`src/rtl/mem_arbiter_if.sv`:
```
// Bus bundle between the two core requesters, the arbiter and the single-port memory.
// The arbiter connects through "slave"; the environment driving requests and memory uses "master".
interface mem_arbiter_if #(
    parameter int AW = 16,
    parameter int DW = 16
);
    logic          I_ifreq;
    logic [AW-1:0] I_ifaddr;
    logic          O_ifdone;
    logic [DW-1:0] O_ifdata;

    logic          I_dreq;
    logic          I_dwe;
    logic [AW-1:0] I_daddr;
    logic [DW-1:0] I_dwdata;
    logic          O_ddone;
    logic [DW-1:0] O_drdata;

    logic          O_err;
    logic          O_busy;

    logic          O_memreq;
    logic          O_memwe;
    logic [AW-1:0] O_memaddr;
    logic [DW-1:0] O_memwdata;
    logic          I_memack;
    logic [DW-1:0] I_memrdata;

    modport slave (
        input  I_ifreq, I_ifaddr,
        output O_ifdone, O_ifdata,
        input  I_dreq, I_dwe, I_daddr, I_dwdata,
        output O_ddone, O_drdata,
        output O_err, O_busy,
        output O_memreq, O_memwe, O_memaddr, O_memwdata,
        input  I_memack, I_memrdata
    );

    modport master (
        output I_ifreq, I_ifaddr,
        input  O_ifdone, O_ifdata,
        output I_dreq, I_dwe, I_daddr, I_dwdata,
        input  O_ddone, O_drdata,
        input  O_err, O_busy,
        input  O_memreq, O_memwe, O_memaddr, O_memwdata,
        output I_memack, I_memrdata
    );
endinterface

```
`src/rtl/mem_arbiter.sv`:
```
// Round-robin arbiter sharing one single-port memory between instruction fetch and load/store,
// with one registered transaction in flight and a watchdog that aborts unacknowledged accesses.
module mem_arbiter #(
    parameter int AW      = 16,
    parameter int DW      = 16,
    parameter int TIMEOUT = 15
) (
    input  logic          I_clk,
    input  logic          I_reset,
    mem_arbiter_if.slave  bus
);

    typedef enum logic [1:0] {
        IDLE    = 2'd0,
        IF_BUSY = 2'd1,
        D_BUSY  = 2'd2,
        DONE    = 2'd3
    } state_t;

    state_t        r_state,      w_state_next;
    logic          r_last_data,  w_last_data_next;
    logic          r_done_data,  w_done_data_next;
    logic          r_store,      w_store_next;
    logic [7:0]    r_wait_cnt,   w_wait_cnt_next;
    logic          r_err,        w_err_next;
    logic          r_memreq,     w_memreq_next;
    logic          r_memwe,      w_memwe_next;
    logic [AW-1:0] r_memaddr,    w_memaddr_next;
    logic [DW-1:0] r_memwdata,   w_memwdata_next;
    logic [DW-1:0] r_ifdata,     w_ifdata_next;
    logic [DW-1:0] r_drdata,     w_drdata_next;

    logic          w_grant_data;
    logic          w_grant_if;
    logic [8:0]    w_wait_now;
    logic          w_timeout;
    logic          w_in_busy;

    // Data wins a contest unless it took the previous grant; a lone requester always wins.
    assign w_grant_data = bus.I_dreq && (!bus.I_ifreq || !r_last_data);
    assign w_grant_if   = bus.I_ifreq && !w_grant_data;

    // Cycles waited including the current one; the watchdog fires on the TIMEOUT-th unacked cycle.
    assign w_wait_now = {1'b0, r_wait_cnt} + 9'd1;
    assign w_in_busy  = (r_state == IF_BUSY) || (r_state == D_BUSY);
    assign w_timeout  = w_in_busy && !bus.I_memack && (w_wait_now == 9'(TIMEOUT));

    always_ff @(posedge I_clk or posedge I_reset) begin
        if (I_reset) begin
            r_state     <= IDLE;
            r_last_data <= 1'b0;
            r_done_data <= 1'b0;
            r_store     <= 1'b0;
            r_wait_cnt  <= '0;
            r_err       <= 1'b0;
            r_memreq    <= 1'b0;
            r_memwe     <= 1'b0;
            r_memaddr   <= '0;
            r_memwdata  <= '0;
            r_ifdata    <= '0;
            r_drdata    <= '0;
        end else begin
            r_state     <= w_state_next;
            r_last_data <= w_last_data_next;
            r_done_data <= w_done_data_next;
            r_store     <= w_store_next;
            r_wait_cnt  <= w_wait_cnt_next;
            r_err       <= w_err_next;
            r_memreq    <= w_memreq_next;
            r_memwe     <= w_memwe_next;
            r_memaddr   <= w_memaddr_next;
            r_memwdata  <= w_memwdata_next;
            r_ifdata    <= w_ifdata_next;
            r_drdata    <= w_drdata_next;
        end
    end

    always_comb begin
        w_state_next     = r_state;
        w_last_data_next = r_last_data;
        w_done_data_next = r_done_data;
        w_store_next     = r_store;
        w_wait_cnt_next  = r_wait_cnt;
        w_err_next       = r_err;
        w_memreq_next    = r_memreq;
        w_memwe_next     = r_memwe;
        w_memaddr_next   = r_memaddr;
        w_memwdata_next  = r_memwdata;
        w_ifdata_next    = r_ifdata;
        w_drdata_next    = r_drdata;

        unique case (r_state)
            IDLE: begin
                if (w_grant_data) begin
                    w_state_next     = D_BUSY;
                    w_last_data_next = 1'b1;
                    w_done_data_next = 1'b1;
                    w_store_next     = bus.I_dwe;
                    w_wait_cnt_next  = '0;
                    w_err_next       = 1'b0;
                    w_memreq_next    = 1'b1;
                    w_memwe_next     = bus.I_dwe;
                    w_memaddr_next   = bus.I_daddr;
                    w_memwdata_next  = bus.I_dwdata;
                end else if (w_grant_if) begin
                    w_state_next     = IF_BUSY;
                    w_last_data_next = 1'b0;
                    w_done_data_next = 1'b0;
                    w_store_next     = 1'b0;
                    w_wait_cnt_next  = '0;
                    w_err_next       = 1'b0;
                    w_memreq_next    = 1'b1;
                    w_memwe_next     = 1'b0;
                    w_memaddr_next   = bus.I_ifaddr;
                    w_memwdata_next  = '0;
                end
            end

            IF_BUSY, D_BUSY: begin
                if (bus.I_memack) begin
                    // Ack takes priority over a watchdog expiry in the same cycle.
                    w_state_next  = DONE;
                    w_memreq_next = 1'b0;
                    w_memwe_next  = 1'b0;
                    if (r_state == IF_BUSY) begin
                        w_ifdata_next = bus.I_memrdata;
                    end else if (!r_store) begin
                        w_drdata_next = bus.I_memrdata;
                    end
                end else if (w_timeout) begin
                    w_state_next  = DONE;
                    w_memreq_next = 1'b0;
                    w_memwe_next  = 1'b0;
                    w_err_next    = 1'b1;
                    if (r_state == IF_BUSY) begin
                        w_ifdata_next = '0;
                    end else if (!r_store) begin
                        w_drdata_next = '0;
                    end
                end else if (r_wait_cnt != 8'hFF) begin
                    w_wait_cnt_next = r_wait_cnt + 8'd1;
                end
            end

            DONE: begin
                w_state_next = IDLE;
            end

            default: begin
                w_state_next = IDLE;
            end
        endcase
    end

    assign bus.O_ifdone   = (r_state == DONE) && !r_done_data;
    assign bus.O_ddone    = (r_state == DONE) &&  r_done_data;
    assign bus.O_err      = (r_state == DONE) &&  r_err;
    assign bus.O_busy     = (r_state != IDLE);
    assign bus.O_ifdata   = r_ifdata;
    assign bus.O_drdata   = r_drdata;
    assign bus.O_memreq   = r_memreq;
    assign bus.O_memwe    = r_memwe;
    assign bus.O_memaddr  = r_memaddr;
    assign bus.O_memwdata = r_memwdata;

endmodule

```
`src/flat_wrapper.sv`:
```
// flat-port wrapper written by rule: the top's interface ports become plain ports
module mem_arbiter_flat 
#(
    parameter int AW      = 16,
    parameter int DW      = 16,
    parameter int TIMEOUT = 15
)
  (I_clk, I_reset, bus_I_ifreq, bus_I_ifaddr, bus_O_ifdone, bus_O_ifdata, bus_I_dreq, bus_I_dwe, bus_I_daddr, bus_I_dwdata, bus_O_ddone, bus_O_drdata, bus_O_err, bus_O_busy, bus_O_memreq, bus_O_memwe, bus_O_memaddr, bus_O_memwdata, bus_I_memack, bus_I_memrdata);
  mem_arbiter_if #(.AW(AW), .DW(DW)) bus_i ();
  input  logic I_clk;
  input  logic I_reset;
  input wire logic [$bits(bus_i.I_ifreq)-1:0] bus_I_ifreq;
  input wire logic [$bits(bus_i.I_ifaddr)-1:0] bus_I_ifaddr;
  output wire logic [$bits(bus_i.O_ifdone)-1:0] bus_O_ifdone;
  output wire logic [$bits(bus_i.O_ifdata)-1:0] bus_O_ifdata;
  input wire logic [$bits(bus_i.I_dreq)-1:0] bus_I_dreq;
  input wire logic [$bits(bus_i.I_dwe)-1:0] bus_I_dwe;
  input wire logic [$bits(bus_i.I_daddr)-1:0] bus_I_daddr;
  input wire logic [$bits(bus_i.I_dwdata)-1:0] bus_I_dwdata;
  output wire logic [$bits(bus_i.O_ddone)-1:0] bus_O_ddone;
  output wire logic [$bits(bus_i.O_drdata)-1:0] bus_O_drdata;
  output wire logic [$bits(bus_i.O_err)-1:0] bus_O_err;
  output wire logic [$bits(bus_i.O_busy)-1:0] bus_O_busy;
  output wire logic [$bits(bus_i.O_memreq)-1:0] bus_O_memreq;
  output wire logic [$bits(bus_i.O_memwe)-1:0] bus_O_memwe;
  output wire logic [$bits(bus_i.O_memaddr)-1:0] bus_O_memaddr;
  output wire logic [$bits(bus_i.O_memwdata)-1:0] bus_O_memwdata;
  input wire logic [$bits(bus_i.I_memack)-1:0] bus_I_memack;
  input wire logic [$bits(bus_i.I_memrdata)-1:0] bus_I_memrdata;
  assign bus_i.I_ifreq = bus_I_ifreq;
  assign bus_i.I_ifaddr = bus_I_ifaddr;
  assign bus_O_ifdone = bus_i.O_ifdone;
  assign bus_O_ifdata = bus_i.O_ifdata;
  assign bus_i.I_dreq = bus_I_dreq;
  assign bus_i.I_dwe = bus_I_dwe;
  assign bus_i.I_daddr = bus_I_daddr;
  assign bus_i.I_dwdata = bus_I_dwdata;
  assign bus_O_ddone = bus_i.O_ddone;
  assign bus_O_drdata = bus_i.O_drdata;
  assign bus_O_err = bus_i.O_err;
  assign bus_O_busy = bus_i.O_busy;
  assign bus_O_memreq = bus_i.O_memreq;
  assign bus_O_memwe = bus_i.O_memwe;
  assign bus_O_memaddr = bus_i.O_memaddr;
  assign bus_O_memwdata = bus_i.O_memwdata;
  assign bus_i.I_memack = bus_I_memack;
  assign bus_i.I_memrdata = bus_I_memrdata;
  mem_arbiter #(.AW(AW), .DW(DW), .TIMEOUT(TIMEOUT)) u_core (.I_clk(I_clk), .I_reset(I_reset), .bus(bus_i));
endmodule
```
`config.mk`:
```
export PLATFORM = sky130hd
export DESIGN_NAME = mem_arbiter_flat
export DESIGN_NICKNAME = d
export VERILOG_FILES = /design/src/rtl/mem_arbiter_if.sv /design/src/rtl/mem_arbiter.sv /design/src/flat_wrapper.sv
export SDC_FILE = /design/constraint.sdc
export NUM_CORES = 1
export LEC_CHECK = 0
export ABC_AREA = 0
export BUFFER_PORTS_ARGS = -buffer_cell sky130_fd_sc_hd__clkbuf_2
export CAP_MARGIN = 0
export CELL_PAD_IN_SITES_DETAIL_PLACEMENT = 1
export CELL_PAD_IN_SITES_GLOBAL_PLACEMENT = 1
export CORE_UTILIZATION = 35
export DETAILED_ROUTE_END_ITERATION = 8
export PLACE_DENSITY = 0.84
export SYNTH_ARGS = -nofsm -noshare
export SYNTH_HDL_FRONTEND = slang
export SYNTH_SLANG_ARGS = --single-unit
```
`constraint.sdc`:
```
create_clock -name I_clk -period 5 [get_ports I_clk]
set_input_delay 1 -clock I_clk [delete_from_list [all_inputs] [get_ports I_clk]]
set_output_delay 1 -clock I_clk [all_outputs]
set_load 0.05 [all_outputs]
```
==> flow_summary.yaml <==
status:
  status: "completed"
critical_path:
  r2r_setup_slack_ns: 2.64
  ff2ff_path_depth: 6
  crit_path_start_kind: "flop"
  end_kind: "primary output"
  cp_data_arrival_time_ns: 1.54
  crit_fanout: 4
  reg2reg_from: "u_core.r_state[0]"
  reg2reg_to: "u_core.r_wait_cnt[3]"
  cp_data_required_time_ns: 4.00
  worstSetupPathType: "flop to primary output"
power_and_ir_drop:
  p_per_area_nw_per_um2: 783
  ir_drop_v: 0.000287
  leakage_nw: 2.31
logic_synthesis:
  synth-main-ff-cell: "dfrtp_1"
  synthCells: 290
  synth-async-reset-ratio_pct: 100
  synth_cell_types: 42
  syn-cell-area_sq_um: 3430
  ys_seq_area_share_pct: 57.6
  synth-edff-count: 0
  yosysWarnings: 0
  syn-num-nets: 365
  avgSynthCellArea_sq_um: 11.8
  ys_ff_latch: 79
floorplan:
  core_area_sq_um: 9370
  die-area_sq_um: 10200
  floorplan.initialDensity_pct: 36.6
  die_height_um: 101
  die_w_um: 101
  boundaryPins: 140
  num_rows: 35
sta:
  max_freq_mhz: 393
  setup_tns_ns: 0
  hold_ws_ns: 0.493
  worst_pin_slew_ns: 1.12
  fin_crit_sh_pct: 50.9
  fin_skew_ns: 0.0188
  layout_min_cycle_time_ns: 2.54
  hold_viol_final: 0
  setup-violations-final: 0
  rsz0062_at_grt: "no"
  timing.slew.headroom_pct: 24.9
  slew_viol_final: 0
clocking:
  htree_levels: 3
  cts.path.max_buffers: 2
  cts_hold_buffers: 0
  cts_resized: 0
  numCtsBuffers: 9
  cts-root-buf: "clkbuf_8"
  clock_sinks: 79
  path_clk_slew_ns: 0.09
  post_cts_buffers: 0
  insertion_delay_ns: 0.37
  cts_tree: "built"
global_routing:
  grt_pass1_wl_um: 15200
  grt_pass1_vias: 3042
  gr-usage-all-layers_pct: 19.4
  grt_max_degree: 53
  antenna_found_initial: 0
  grt-ovfl-total: 0
place:
  dpl.hpwl_um: 6750
  gp_congestion: 0.761
  port_buffers: 139
routing:
  routed_wirelength_um: 9370
  drtIter0Drc: 96
  drc_errors: 0
  via_per_inst: 5.15
  dr.pass1.iters: 4
  wire_per_inst_um: 16.8
  drtAntennaViolNets: 0
  num_vias: 2871
worst_hold_path:
  min_from: "u_core.bus.O_memaddr[8]"
  hold_path_depth: 2
  holdCritPathClass: "flop to flop"
  hold_end: "u_core.bus.O_memaddr[8]"
final_layout:
  fin_nets: 498
  layout_common_cells: "139 x clkbuf_2, 79 x dfrtp_1, 49 x a22o_1"
  antennaDiodeCount: 0
  layout_commonest_cell: "clkbuf_2"
  final_core_util_pct: 47.4
  syn2layout_area_growth_pct: 29.3
  drive_gt1_share_pct: 38.8
job:
  drv_cap: 0
## worst max path at each step
| stage | start | end | slack [ns] |
|---|---|---|---|
| 2_1_floorplan | I_reset | u_core.bus.O_drdata[0] | 1.98 |
| 3_3_place_gp | bus_I_ifreq | u_core.bus.O_memaddr[3] | 2.62 |
| 3_5_place_dp | bus_I_ifreq | u_core.bus.O_memaddr[12] | 2.48 |
| 4_1_cts | u_core.r_state[0] | bus_O_busy | 2.43 |
| 5_1_grt | u_core.r_state[0] | bus_O_busy | 2.37 |
| 6_report | u_core.r_state[0] | bus_O_busy | 2.46 |
## kinds of logic after synthesis
family          count (synthesis)  share of synthesized area [%]
mux                            17                           4.95
flops                          79                           57.6
simple gates                   62                           10.1
xor+xnor                        2                          0.729
buf+inv                        26                           3.42
compound gates                 99                           21.5
fa+ha+maj                       5                           1.82
## cells in the mapped netlist, types with 5 or more instances
cell | number | area share (%)
mux2i_1 | 17 | 5.0
nand2_1 | 25 | 2.7
ha_1 | 5 | 1.8
dfrtp_1 | 79 | 58
nor2_1 | 9 | 0.98
inv_1 | 7 | 0.77
a22o_1 | 49 | 12
o21ai_0 | 26 | 3.8
clkbuf_1 | 11 | 1.2
## layer usage
| layer | share of wire (%) | vias up | wire length (um) | track usage, % |
|---|---|---|---|---|
| met4 | 0.93 | 0 | 87 | 6.47 |
| met2 | 52 | 92 | 4890 | 33.8 |
| met5 | 0 | - | 0 | 0 |
| met3 | 4.4 | 7 | 415 | 3.95 |
| met1 | 42 | 1434 | 3970 | 23.9 |
| li1 | - | 1338 | - | - |
## cell type report
type / instances / area, sq um
inverters: 7 / 27.5
well taps: 129 / 161
fillers: 1082 / 4930
repair buffers: 141 / 711
flip-flops and latches: 79 / 1980
multi-input cells: 185 / 1360
clock buffers: 9 / 124
clock inverters: 7 / 85.1
## registers in the layout, indices dropped and copies added (netlist names)
register	count
u_core.r_wait_cnt	8
u_core.bus.O_memwdata	16
u_core.bus.O_memwe	1
u_core.bus.O_memreq	1
u_core.r_last_data	1
u_core.r_err	1
u_core.bus.O_ifdata	16
u_core.r_store	1
u_core.bus.O_memaddr	16
u_core.bus.O_drdata	16
u_core.r_state	2
## report_power, final
part / internal [mW] / total, mW / leakage (nW) / switching, mW
clock network: 0.241 / 0.510 / 0.100 / 0.269
registers: 0.904 / 1.08 / 1.01 / 0.173
logic: 0.488 / 1.89 / 1.20 / 1.40
total: 1.63 / 3.48 / 2.31 / 1.85
## stage by stage
| stage | worst slack (ns) | total power [mW] | std cells | area [sq um] |
|---|---|---|---|---|
| 2_1_floorplan | 1.98 | 2.53 | 290 | 3430 |
| 3_3_place_gp | 2.62 | 2.94 | 541 | 4230 |
| 3_5_place_dp | 2.48 | 3.00 | 541 | 4230 |
| 4_1_cts | 2.43 | 3.52 | 557 | 4440 |
| 5_1_grt | 2.37 | 3.68 | 557 | 4440 |
| 6_report | 2.46 | 3.48 | 557 | 4440 |
## critical path, cell delays in order, from the launching register on
cell      delay [ns]
dfrtp_1         0.39
inv_1           0.07
ha_1            0.26
inv_1           0.14
clkbuf_2        0.32
No activity file was read; power rests on OpenSTA's default activity.
